[src/rtl/sweep_pkg.sv]
// Shared widths and FSM state encoding for the frequency-sweep sequencer.
package sweep_pkg;

  parameter int FWORD_W = 32;
  parameter int CNT_W   = 24;
  parameter int IDX_W   = 12;

  typedef enum logic [2:0] {
    IDLE     = 3'd0,
    LOAD     = 3'd1,
    SETTLE   = 3'd2,
    DWELL    = 3'd3,
    WAIT_ACK = 3'd4,
    DONE     = 3'd5
  } state_t;

endpackage

[src/rtl/sweep_ctrl_if.sv]
// DDS parameter write port plus the measurement-path handshake driven by sweep_ctrl.
interface sweep_ctrl_if #(
  parameter int FWORD_W = sweep_pkg::FWORD_W,
  parameter int IDX_W   = sweep_pkg::IDX_W
);
  import sweep_pkg::*;

  logic [FWORD_W-1:0] phase_fword;
  logic               param_wen;
  logic               meas_gate;
  logic               meas_req;
  logic               meas_last;
  logic               meas_ack;
  logic [IDX_W-1:0]   point_idx;

  modport master (
    output phase_fword, param_wen, meas_gate, meas_req, meas_last, point_idx,
    input  meas_ack
  );

  modport slave (
    input  phase_fword, param_wen, meas_gate, meas_req, meas_last, point_idx,
    output meas_ack
  );

endinterface

[src/rtl/sweep_timer.sv]
// Loadable down-counter shared by the settle and dwell phases; expired flags the final cycle.
module sweep_timer #(
  parameter int CNT_W = sweep_pkg::CNT_W
) (
  input  logic             clk,
  input  logic             rst,
  input  logic             load,
  input  logic [CNT_W-1:0] load_value,
  output logic [CNT_W-1:0] value,
  output logic             expired
);
  import sweep_pkg::*;

  // Loading N-1 gives a phase of exactly N cycles ending on the cycle value reads 0.
  always_ff @(posedge clk) begin
    if (rst) begin
      value <= '0;
    end else if (load) begin
      value <= load_value;
    end else if (value != '0) begin
      value <= value - CNT_W'(1);
    end
  end

  assign expired = (value == '0);

endmodule

[src/rtl/sweep_ctrl.sv]
// Frequency-sweep sequencer: steps the DDS tuning word through a programmed list,
// settling, gating a measurement and waiting for the downstream ack at each point.
module sweep_ctrl #(
  parameter int FWORD_W = sweep_pkg::FWORD_W,
  parameter int CNT_W   = sweep_pkg::CNT_W,
  parameter int IDX_W   = sweep_pkg::IDX_W
) (
  input  logic               clk,
  input  logic               rst,
  input  logic               start,
  input  logic               abort,
  input  logic [FWORD_W-1:0] cfg_f_start,
  input  logic [FWORD_W-1:0] cfg_f_step,
  input  logic [IDX_W-1:0]   cfg_n_points,
  input  logic [CNT_W-1:0]   cfg_settle,
  input  logic [CNT_W-1:0]   cfg_dwell,
  sweep_ctrl_if.master       bus,
  output logic               busy,
  output logic               done
);
  import sweep_pkg::*;

  state_t             state;
  logic [FWORD_W-1:0] fword;
  logic [FWORD_W-1:0] step_r;
  logic [IDX_W-1:0]   idx;
  logic [IDX_W-1:0]   last_idx_r;
  logic [CNT_W-1:0]   settle_r;
  logic [CNT_W-1:0]   dwell_m1_r;
  logic               last_r;

  logic               timer_load;
  logic [CNT_W-1:0]   timer_load_value;
  logic [CNT_W-1:0]   timer_value;
  logic               timer_expired;
  logic               start_ok;

  assign start_ok = start && !abort && (cfg_n_points != '0);

  sweep_timer #(.CNT_W(CNT_W)) u_timer (
    .clk        (clk),
    .rst        (rst),
    .load       (timer_load),
    .load_value (timer_load_value),
    .value      (timer_value),
    .expired    (timer_expired)
  );

  // Arm the timer for the phase being entered next: settle from LOAD, dwell otherwise.
  always_comb begin
    timer_load       = 1'b0;
    timer_load_value = dwell_m1_r;
    case (state)
      LOAD: begin
        timer_load = 1'b1;
        if (settle_r != '0) timer_load_value = settle_r - CNT_W'(1);
      end
      SETTLE: timer_load = timer_expired;
      default: ;
    endcase
  end

  always_ff @(posedge clk) begin
    if (rst) begin
      state      <= IDLE;
      fword      <= '0;
      step_r     <= '0;
      idx        <= '0;
      last_idx_r <= '0;
      settle_r   <= '0;
      dwell_m1_r <= '0;
      last_r     <= 1'b0;
    end else if (abort && state != IDLE) begin
      state <= IDLE;
    end else begin
      case (state)
        IDLE: begin
          if (start_ok) begin
            state      <= LOAD;
            fword      <= cfg_f_start;
            step_r     <= cfg_f_step;
            idx        <= '0;
            last_idx_r <= cfg_n_points - IDX_W'(1);
            settle_r   <= cfg_settle;
            dwell_m1_r <= (cfg_dwell == '0) ? '0 : cfg_dwell - CNT_W'(1);
            last_r     <= (cfg_n_points == IDX_W'(1));
          end
        end
        LOAD:   state <= (settle_r != '0) ? SETTLE : DWELL;
        SETTLE: if (timer_expired) state <= DWELL;
        DWELL:  if (timer_expired) state <= WAIT_ACK;
        WAIT_ACK: begin
          if (bus.meas_ack) begin
            if (idx == last_idx_r) begin
              state <= DONE;
            end else begin
              state  <= LOAD;
              fword  <= fword + step_r;
              idx    <= idx + IDX_W'(1);
              last_r <= ((idx + IDX_W'(1)) == last_idx_r);
            end
          end
        end
        DONE:    state <= IDLE;
        default: state <= IDLE;
      endcase
    end
  end

  assign bus.phase_fword = fword;
  assign bus.point_idx   = idx;
  assign bus.param_wen   = (state == LOAD);
  assign bus.meas_gate   = (state == DWELL);
  assign bus.meas_req    = (state == WAIT_ACK);
  assign bus.meas_last   = last_r && (state == DWELL || state == WAIT_ACK);
  assign busy            = (state != IDLE);
  assign done            = (state == DONE);

endmodule

[src/flat_wrapper.sv]
// flat-port wrapper written by rule: the top's interface ports become plain ports
module sweep_ctrl_flat import sweep_pkg::*;
#(
  parameter int FWORD_W = sweep_pkg::FWORD_W,
  parameter int CNT_W   = sweep_pkg::CNT_W,
  parameter int IDX_W   = sweep_pkg::IDX_W
)
  (clk, rst, start, abort, cfg_f_start, cfg_f_step, cfg_n_points, cfg_settle, cfg_dwell, busy, done, bus_phase_fword, bus_param_wen, bus_meas_gate, bus_meas_req, bus_meas_last, bus_point_idx, bus_meas_ack);
  sweep_ctrl_if #(.FWORD_W(FWORD_W), .IDX_W(IDX_W)) bus_i ();
  input  logic clk;
  input  logic rst;
  input  logic start;
  input  logic abort;
  input  logic [FWORD_W-1:0] cfg_f_start;
  input  logic [FWORD_W-1:0] cfg_f_step;
  input  logic [IDX_W-1:0] cfg_n_points;
  input  logic [CNT_W-1:0] cfg_settle;
  input  logic [CNT_W-1:0] cfg_dwell;
  output logic busy;
  output logic done;
  output wire logic [$bits(bus_i.phase_fword)-1:0] bus_phase_fword;
  output wire logic [$bits(bus_i.param_wen)-1:0] bus_param_wen;
  output wire logic [$bits(bus_i.meas_gate)-1:0] bus_meas_gate;
  output wire logic [$bits(bus_i.meas_req)-1:0] bus_meas_req;
  output wire logic [$bits(bus_i.meas_last)-1:0] bus_meas_last;
  output wire logic [$bits(bus_i.point_idx)-1:0] bus_point_idx;
  input wire logic [$bits(bus_i.meas_ack)-1:0] bus_meas_ack;
  assign bus_phase_fword = bus_i.phase_fword;
  assign bus_param_wen = bus_i.param_wen;
  assign bus_meas_gate = bus_i.meas_gate;
  assign bus_meas_req = bus_i.meas_req;
  assign bus_meas_last = bus_i.meas_last;
  assign bus_point_idx = bus_i.point_idx;
  assign bus_i.meas_ack = bus_meas_ack;
  sweep_ctrl #(.FWORD_W(FWORD_W), .CNT_W(CNT_W), .IDX_W(IDX_W)) u_core (.clk(clk), .rst(rst), .start(start), .abort(abort), .cfg_f_start(cfg_f_start), .cfg_f_step(cfg_f_step), .cfg_n_points(cfg_n_points), .cfg_settle(cfg_settle), .cfg_dwell(cfg_dwell), .bus(bus_i), .busy(busy), .done(done));
endmodule
[config.mk]
export PLATFORM = sky130hd
export DESIGN_NAME = sweep_ctrl_flat
export DESIGN_NICKNAME = d
export VERILOG_FILES = /design/src/rtl/sweep_pkg.sv /design/src/rtl/sweep_ctrl_if.sv /design/src/rtl/sweep_timer.sv /design/src/rtl/sweep_ctrl.sv /design/src/flat_wrapper.sv
export SDC_FILE = /design/constraint.sdc
export NUM_CORES = 1
export LEC_CHECK = 0
export BUFFER_PORTS_ARGS = -buffer_cell sky130_fd_sc_hd__buf_2
export CAP_MARGIN = 30
export CELL_PAD_IN_SITES_DETAIL_PLACEMENT = 2
export CELL_PAD_IN_SITES_GLOBAL_PLACEMENT = 2
export CORE_MARGIN = 2
export CORE_UTILIZATION = 27
export DETAILED_ROUTE_END_ITERATION = 12
export GPL_TIMING_DRIVEN = 0
export MAX_ROUTING_LAYER = met4
export PLACE_DENSITY = 0.83
export SLEW_MARGIN = 30
export SYNTH_ARGS = -nofsm -noshare
export SYNTH_HDL_FRONTEND = slang
export SYNTH_HIERARCHICAL = 1
export SYNTH_SLANG_ARGS = --single-unit
[constraint.sdc]
create_clock -name clk -period 2.4 [get_ports clk]
set_input_delay 0 -clock clk [delete_from_list [all_inputs] [get_ports clk]]
set_output_delay 0 -clock clk [all_outputs]
set_load 0.02 [all_outputs]
== Word-level counts from Yosys, hierarchy flattened ==
Cells that the tools add are included.

* RAM bits: 0
* Bits in read-only memories: 0
* Logic and storage cells: 73
* Input bits: 129
* Bits in latches: 0
* Register bits after elaboration: 164
* Memories: 0

* Multiplexer cells: 25
* $mul: 0
* Shifts and indexed selects: 0
* Equality and inequality tests: 13
* Reductions and logical operators: 19
* $add $sub $neg: 6
* Magnitude comparators: 0
* Bitwise gates (word level): 1
* Divide/modulo/power cells: 0

{| class="wikitable"
|+ Operators with widths
! cell !! number
|-
| 2-to-1 mux 24 bit || 5
|-
| 2-to-1 mux 32 bit || 3
|-
| subtractor 24 x 1 -> 24 bit (second input constant) || 3
|-
| one-hot mux 32 bit (2 select lines) || 1
|-
| logical NOT 24 bit || 2
|-
| nonzero test 24 bit || 2
|-
| 2-to-1 mux 12 bit || 3
|-
| adder 32 bit || 1
|-
| == test 12 bit || 2
|-
| one-hot mux 12 bit (2 select lines) || 1
|-
| 2-to-1 mux 3 bit || 5
|-
| one-hot mux 3 bit (5 select lines) || 1
|-
| adder 12 x 1 -> 12 bit (second input constant) || 1
|-
| == test 12 x 1 -> 1 bit (second input constant) || 1
|-
| nonzero test 12 bit || 1
|-
| subtractor 12 x 1 -> 12 bit (second input constant) || 1
|-
| inequality test 2 x 1 -> 1 bit (second input constant) || 4
|-
| == test 3 x 2 -> 1 bit (second input constant) || 2
|-
| == test 3 bit (second input constant) || 2
|-
| AND reduction 5 bit || 1
|-
| logical AND 1 bit || 4
|-
| 2-to-1 mux 1 bit || 4
|-
| one-hot mux 1 bit (2 select lines) || 2
|-
| AND reduction 4 bit || 1
|-
| 10 further kinds || 11
|}

== Depth between registers and ports, before layout ==
Gate-level depths: netlist (run 1).

* Depth in word-level cells: 5
* Depth in mapped cells: 13

== Hierarchy ==
The synthesis (run 1) kept the hierarchy.

{| class="wikitable"
|+ Modules (own cells, without submodules)
! module !! sequential area each (um2) !! cells each !! times used !! area an instance (um2)
|-
| sweep_ctrl || 2,802.7 || 1,190 || 1 || 8,846.0
|-
| sweep_timer || 480.5 || 165 || 1 || 1,316.3
|}

== Worst setup path after synthesis (run 1) ==
Ideal clock, no wire load.

* Kind: register -> register
* Start: register u_core.fword[9], in the netlist u_core/bus.phase_fword[9]
* End: register u_core.fword[24], in the netlist u_core/bus.phase_fword[24]
* Path slack: -256 ps
* Data arrival time: 2,541 ps
* Cell stages (with the launch flop): 10
* Data required time: 2,285 ps
* Buffers on the path: 0
* Setup time: 115 ps
* Cell sequence: dfxtp_1 ha_1 a21o_1 or4_1 a21oi_1 o21ai_1 nand2_1 a2bb2oi_1 mux2_1 a2111oi_0

* Longest elaborated chain between the ends: 4

{| class="wikitable"
|+ RTL lines
! element !! RTL line !! RTL
|-
| start: declaration || sweep_ctrl.sv:24 || <nowiki>logic [FWORD_W-1:0] fword;</nowiki>
|-
| start signal: assignment || sweep_ctrl.sv:80 || <nowiki>fword <= cfg_f_start;</nowiki>
|-
| start signal: assignment || sweep_ctrl.sv:98 || <nowiki>fword <= fword + step_r;</nowiki>
|-
| adder 32 bit || sweep_ctrl.sv:98 ||
|-
| 2-to-1 mux 32 bit || sweep_ctrl.sv:94 || <nowiki>if (idx == last_idx_r) begin</nowiki>
|-
| 2-to-1 mux 32 bit || sweep_ctrl.sv:93 || <nowiki>if (bus.meas_ack) begin</nowiki>
|-
| one-hot mux 32 bit (2 select lines) || sweep_ctrl.sv:76 || <nowiki>case (state)</nowiki>
|}

Every way passes these cells. The select of a mux whose other input is x is not followed.
A chain may end at the register's enable or synchronous reset.

== Final worst setup path (run 1) ==
* Start: register u_core.fword[12], in the netlist u_core/bus.phase_fword[12]
* End: register u_core.fword[27], in the netlist u_core/bus.phase_fword[27]

Same word-level chain as after synthesis.

==> results.ini, run 1 <==
[run_status]
status = finished, violations left
failed_checks = negative hold slack, negative setup slack

[pwr]
switchingPower_mw = 6.591
irDropWorstVdd_mv = 0.4143
leakagePower_nw = 6.146
powerDensity_nw_per_um2 = 921.3
combPwrFrac = 0.511
internal_power_mw = 7.862
p_clk_frac = 0.218
swShare = 0.4560
power_frac_seq = 0.271

[routing]
drtIter0Drc = 1025
drt_wl_total_mm = 66.58
wire_per_inst_um = 29.33
vias = 13270
via_per_inst = 5.848
drc = 0
first_pass_iters = 7
antenna_left = 0

[setup_path]
critPathArrivalTime_ns = 3.27
crit_family = compound AO/OA/AOI/OAI gates
crit_path_end = u_core/bus.phase_fword[27]
crit_buf_inv = 0
crit_chain = ha_4 -> and4_1 -> a21oi_2 -> a21oi_1 -> nor3_4 -> a31oi_4 -> a311oi_2 -> xor2_1 -> o41ai_2
reg2regPathDepth = 9
r2r_slack_ns = -0.52
worst_setup_path_end_kind = flop
required_ns = 2.75
critPathSlowestCell = dfxtp_2
cp_slowest_stage_delay_ns = 0.48
startpoint_type = flop
setup.worst_path.class = flop to flop
path_depth = 9
path_max_fanout = 7
crit_start = u_core/bus.phase_fword[12]
regToRegStartpoint = u_core/bus.phase_fword[12]
reg2reg_to = u_core/bus.phase_fword[27]

[timing]
slew_headroom = 0.2392
holdWs_ns = -0.004630
skew_ns = 0.02525
fin_crit_ns = 2.920
finalSetupViolations = 62
finalMaxSlewViolations = 0
fmax_mhz = 342.5
setup_ws_ns = -0.5196
rsz0062_at_grt = true
max_slew.worst_pin.slew_ns = 1.141
min_period_over_period = 1.217
setup_tns_ns = -8.858
final_hold_viol_count = 1

[global_route]
grt_usage = 0.2820
grt_pass1_wl_mm = 81.48
grt_pass1_vias = 13480
antenna_found_initial = 5
grt_max_degree = 17
overflow = 0

[die]
dieArea_um2 = 39210
initial_core_util = 0.2717
num_io_pins = 179
die_h_um = 198.0
dieWidth_um = 198.0
core-area_um2 = 37400
num_rows = 71

[synthesis]
avgSynthCellArea_um2 = 7.500
synth_warnings = 6
synthArstFlopShare = 0
syn_inst = 1355
synth_cell_types = 74
synth_seq_area_share = 0.3231
syn-num-nets = 1526
synthFlopType = dfxtp_1
ys_seq_elements = 164
syn_area_um2 = 10160
synth_edf_count = 0

[placed_design]
port_buffers = 178
dp_hpwl_mm = 33.60
gp_congestion = 0.8812
place_area_um2 = 11790
dp_cells = 2044

[clock_network]
cts_num_sinks = 164
clkLatencyLatePin_ns = 0.48
cts_max_level = 4
clk_pin_slew_worst_paths_ns = 0.09
cts-root-buf = clkbuf_16
clockBufferDepth = 2
cts_tree = yes
cts_buffers = 17

[job]
cap_violations = 0

[finish]
fin_nets = 1910
drive_gt1_frac = 0.3333
n_fill_cell = 4065
syn_to_final_growth_pct = 54.36
final_cells = 2270
final_area_um2 = 15690

[hold_path]
hold_class = input port to flop

[through the flow]
stage,utilization,setup slack [ns],power (mW),hold WS (ns)
final,0.4194,-0.5196,14.45,-0.004630
after global routing,0.4194,-0.5500,14.90,0.02588
after CTS,0.3861,-0.1832,12.52,0.0007971
after detailed placement,0.3152,-0.8473,8.617,0.2523
after global placement,0.3150,-0.7742,8.327,0.2435
after floorplan,-,-0.03096,6.994,0.09563
[flip-flops by register name, indices dropped and copies added (netlist names)]
register / count
u_core/dwell_m1_r: 24
u_core/bus.point_idx: 12
u_core/bus.phase_fword: 32
u_core/settle_r: 24
u_core/last_r: 1
u_core/state: 3
u_core/last_idx_r: 12
u_core/u_timer/value: 24
u_core/step_r: 32
[routing by layer]
metal,track usage,share of wire,up-vias
met5,-,0,-
met4,0.1342,0.068,0
met3,0.04735,0.069,326
met2,0.4829,0.49,769
met1,0.3203,0.37,6645
li1,-,-,5534
[worst min-delay path: stages]
cell and delay [ns]:
buf_2 0.11, xor2_1 0.08, a22oi_1 0.17, nor2_1 0.06
[cells in the mapped netlist (3+ instances only)]
| cell | instances | share of area |
|---|---|---|
| or3_1 | 17 | 0.010 |
| nand2_1 | 227 | 0.084 |
| or4_1 | 7 | 0.0052 |
| xnor2_1 | 75 | 0.065 |
| a311oi_1 | 13 | 0.011 |
| o211ai_1 | 3 | 0.0022 |
| a31oi_1 | 12 | 0.0074 |
| nor2b_1 | 6 | 0.0037 |
| nor3_1 | 42 | 0.021 |
| buf_1 | 8 | 0.0030 |
| and3_1 | 16 | 0.0099 |
| o2111ai_1 | 4 | 0.0034 |
| a211oi_1 | 27 | 0.020 |
| buf_2 | 7 | 0.0034 |
| nand4_1 | 13 | 0.0080 |
| nand3b_1 | 4 | 0.0030 |
| nor4_1 | 23 | 0.014 |
| o31a_1 | 4 | 0.0034 |
| mux2i_1 | 7 | 0.0069 |
| nor2_4 | 3 | 0.0033 |
| nor4_2 | 3 | 0.0037 |
| o21ai_1 | 23 | 0.011 |
| xor2_1 | 42 | 0.036 |
| o31ai_1 | 8 | 0.0059 |
| a21oi_1 | 153 | 0.075 |
| a21o_1 | 16 | 0.012 |
| o21ai_0 | 18 | 0.0089 |
| a22oi_1 | 13 | 0.0096 |
| nand3_1 | 22 | 0.011 |
| nor3_2 | 7 | 0.0069 |
| clkbuf_1 | 61 | 0.023 |
| nand2b_1 | 6 | 0.0037 |
| or4_4 | 3 | 0.0033 |
| o21a_1 | 4 | 0.0030 |
| o21bai_1 | 5 | 0.0037 |
| ha_1 | 41 | 0.050 |
| nand4b_1 | 3 | 0.0026 |
| dfxtp_1 | 164 | 0.32 |
| nor3b_1 | 4 | 0.0030 |
| nor2_1 | 166 | 0.061 |
| inv_1 | 26 | 0.0096 |
| and2_1 | 5 | 0.0031 |
[cells in the final DEF, fill, tap and decap left out, types with 13 or more instances in the layout]
| cell | Yosys | final |
|---|---|---|
| a211oi_2 | 1 | 13 |
| a211oi_1 | 27 | 15 |
| nor2_1 | 166 | 156 |
| dfxtp_4 | 0 | 15 |
| dlygate4sd3_1 | 0 | 112 |
| xor2_1 | 42 | 35 |
| clkbuf_16 | 0 | 21 |
| buf_4 | 2 | 73 |
| clkbuf_1 | 61 | 22 |
| ha_4 | 0 | 15 |
| nand3_1 | 22 | 16 |
| a21o_1 | 16 | 14 |
| buf_2 | 7 | 184 |
| nand2_1 | 227 | 217 |
| dfxtp_2 | 0 | 30 |
| o21ai_0 | 18 | 13 |
| buf_6 | 1 | 17 |
| a21oi_1 | 153 | 134 |
| dfxtp_1 | 164 | 119 |
| ha_1 | 41 | 20 |
| a21oi_2 | 0 | 14 |
| inv_1 | 26 | 25 |
| xnor2_1 | 75 | 67 |
| o21ai_1 | 23 | 19 |
| nand4_1 | 13 | 13 |
| or3_1 | 17 | 15 |
| nor3_1 | 42 | 34 |
| clkbuf_2 | 0 | 21 |
[power by group through the flow]
stage,sequential [mW],combinational [mW],clock [mW]
after floorplan,3.70,3.29,0
after global placement,3.70,4.63,0
after detailed placement,3.74,4.88,0
after CTS,3.75,5.67,3.10
after global routing,3.95,7.67,3.28
final,3.91,7.39,3.15
[kinds of logic after synthesis]
family | after synthesis | share of synthesized area
AOI/OAI and AO/OA | 327 | 0.1984
xor gates and xnor gates | 117 | 0.1008
adders and majority gates | 42 | 0.05245
buffers and inverters | 106 | 0.04260
DFF | 164 | 0.3231
muxes | 8 | 0.008003
and+or+nand+nor | 591 | 0.2747
[worst min-delay path by stage]
stage,endpoint,start,cells after the start,slack [ns]
floorplan,u_core/last_idx_r[0],cfg_n_points[0],1,0.1
global placement,u_core/step_r[14],cfg_f_step[14],3,0.24
detailed placement,u_core/step_r[16],cfg_f_step[16],3,0.25
CTS,u_core/dwell_m1_r[16],cfg_dwell[16],4,0.0008
global route,u_core/dwell_m1_r[16],cfg_dwell[16],4,0.03
finish,u_core/dwell_m1_r[16],cfg_dwell[16],4,-0.005
[what timing repair did]
action | 4_1_cts | 5_1_grt
hold endpoints to repair | 110 | 0
endpoints found under the setup margin | 140 | 142
hold buffers | 112 | 0
gates resized for setup | 164 | 207
buffers inserted | 40 | 47
pin swaps | 45 | 70
gates cloned | 0 | 3
[final cells by class]
class	instances	area (µm²)	share of cell area
antenna	7	17.52	0.001117
buffer	67	424.2	0.02704
clock buffer	21	461.7	0.02943
clock inverter	11	162.7	0.01037
inverter	26	97.59	0.006222
multi-input combinational	1085	7714	0.4917
sequential	164	3377	0.2153
tap	511	639.4	0.04076
timing repair buffer	378	2793	0.1780
Power figures use the tool's default switching activity.
==> run 2, diff against run 1 <==
- REMOVE_ABC_BUFFERS: not set -> 1
==> results.ini, run 2 (same netlist as run 1, synthesis figures left out) <==
[run_status]
status = finished, violations left
failed_checks = negative setup slack

[pwr]
internal_power_mw = 7.907  ; +0.58%
combPwrFrac = 0.511  ; about the same
switchingPower_mw = 6.083  ; -7.7%
p_clk_frac = 0.216  ; -0.002
powerDensity_nw_per_um2 = 886.0  ; -3.8%
power_frac_seq = 0.273  ; +0.002
swShare = 0.4348  ; -0.02123
leakagePower_nw = 6.201  ; +0.89%
irDropWorstVdd_mv = 0.4739  ; +14%
finalPower_mw = 13.99  ; -3.2%

[setup_path]
critPathArrivalTime_ns = 3.19  ; -0.08 ns
worst_setup_path_end_kind = flop
reg2regPathDepth = 11  ; +2
path_max_fanout = 3  ; -4
required_ns = 2.69  ; -0.06 ns
setup.worst_path.class = flop to flop
startpoint_type = flop

[routing]
drtIter0Drc = 553  ; -46%
drt_wl_total_mm = 57.68  ; -13%
wire_per_inst_um = 25.75  ; -12%
antenna_left = 0  ; unchanged
vias = 12240  ; -7.8%
drc = 0  ; unchanged
first_pass_iters = 5  ; -2
via_per_inst = 5.466  ; -6.5%

[timing]
min_period_over_period = 1.209  ; -0.007708
holdWs_ns = 0.01163  ; +0.01626 ns
fmax_mhz = 344.7  ; +0.64%
rsz0062_at_grt = true
finalSetupViolations = 41  ; -34%
fin_crit_ns = 2.901  ; -0.01850 ns
setup_tns_ns = -5.551  ; +3.307 ns
setup_ws_ns = -0.5011  ; +0.01850 ns
max_slew.worst_pin.slew_ns = 0.7368  ; -0.4044 ns
final_hold_viol_count = 0  ; -1
skew_ns = 0.01443  ; -0.01082 ns
slew_headroom = 0.5088  ; +0.2696
finalMaxSlewViolations = 0  ; unchanged

[global_route]
grt_usage = 0.2569  ; -0.02512
grt_pass1_wl_mm = 75.67  ; -7.1%
overflow = 0  ; unchanged
grt_max_degree = 76  ; +59
antenna_found_initial = 11  ; +6
grt_pass1_vias = 13160  ; -2.4%

[clock_network]
cts_num_sinks = 164  ; unchanged
clkLatencyLatePin_ns = 0.47  ; about the same
cts_buffers = 17  ; unchanged
cts-root-buf = clkbuf_16
cts_tree = yes
clk_pin_slew_worst_paths_ns = 0.08  ; about the same
cts_max_level = 4  ; unchanged
clockBufferDepth = 2  ; unchanged

[die]
dieWidth_um = 198.0  ; unchanged
dieArea_um2 = 39210  ; unchanged
die_h_um = 198.0  ; unchanged
num_io_pins = 179  ; unchanged
num_rows = 71  ; unchanged
core-area_um2 = 37400  ; unchanged
initial_core_util = 0.2717  ; unchanged

[finish]
ff_latch_area_um2 = 3361  ; -0.48%
multi_input_area_um2 = 7812  ; +1.3%
fin_nets = 1875  ; -1.8%
final_common_cell = nand2_1
final_cells = 2240  ; -1.3%
drive_gt1_frac = 0.3331  ; about the same
syn_to_final_growth_pct = 55.37
final_area_um2 = 15790  ; +0.65%
mostFrequentLayoutCells = nand2_1 (204), buf_2 (177), nor2_1 (146)
n_fill_cell = 4042  ; -0.57%

[placed_design]
place_area_um2 = 11580  ; -1.7%
dp_hpwl_mm = 27.78  ; -17%
gp_congestion = 0.8279  ; -6.0%
port_buffers = 178  ; unchanged
dp_cells = 1975  ; -3.4%

[hold_path]
holdPathStages = 4  ; unchanged
hold_class = input port to flop

[job]
cap_violations = 0  ; unchanged

run 2: cell type report:
| cell class | count | area share |
|---|---|---|
| Clock buffer | 21 | 0.02916 |
| Inverter | 26 | 0.007132 |
| Timing Repair Buffer | 404 | 0.2035 |
| Timing Repair inverter | 1 | 0.0005547 |
| Multi-Input combinational cell | 1090 | 0.4948 |
| Clock inverter | 11 | 0.009589 |
| Tap cell | 511 | 0.04049 |
| Antenna cell | 12 | 0.001902 |
| Sequential cell | 164 | 0.2129 |
run 2: worst max-delay path, stage by stage (launching register included):
cell and delay (ns):
dfxtp_4 0.36, ha_4 0.28, a21oi_2 0.07, a2111o_1 0.51
buf_6 0.17, buf_4 0.14, a21boi_4 0.17, a21oi_1 0.11
xor2_1 0.18, o21ai_4 0.16, a21oi_2 0.05, nor3_2 0.50
run 2: path summary, 6_finish.rpt:
path	from	to	slack (ns)
max	u_core/bus.phase_fword[2]	u_core/bus.phase_fword[13]	-0.50
min	cfg_dwell[18]	u_core/dwell_m1_r[18]	0.01
max reg2reg	u_core/bus.phase_fword[2]	u_core/bus.phase_fword[13]	-0.50
min reg2reg	u_core/step_r[30]	u_core/step_r[30]	0.48
run 2: power by group through the flow:
stage | combinational [mW] | clock, mW | sequential [mW]
2_1_floorplan | 3.08 | 0 | 3.69
3_3_place_gp | 4.31 | 0 | 3.68
3_5_place_dp | 4.62 | 0 | 3.72
4_1_cts | 5.43 | 3.02 | 3.72
5_1_grt | 7.61 | 3.19 | 3.88
6_report | 7.14 | 3.03 | 3.82
run 2: repair_timing:
item,CTS,global route
endpoints found under the hold margin,118,0
buffers inserted,40,51
gates cloned,5,7
pin swaps,34,68
hold buffers,119,0
resized for setup,150,194
endpoints found under the setup margin,73,73
run 2: per-layer routing:
layer  share of wire  GRT usage  up-vias  wire, µm
li1                -          -     5487         -
met3           0.051    0.05468      170      2929
met4           0.046     0.1072        0      2670
met1            0.37     0.2648     6169     21370
met2            0.53     0.4718      417     30710
met5               0          -        -         0
run 2: through the flow:
stage	worst slack, ns	utilization
2_1_floorplan	-3.198	-
3_3_place_gp	-7.227	0.3037
3_5_place_dp	-1.737	0.3098
4_1_cts	-0.1922	0.3858
5_1_grt	-0.6178	0.4221
6_report	-0.5011	0.4222
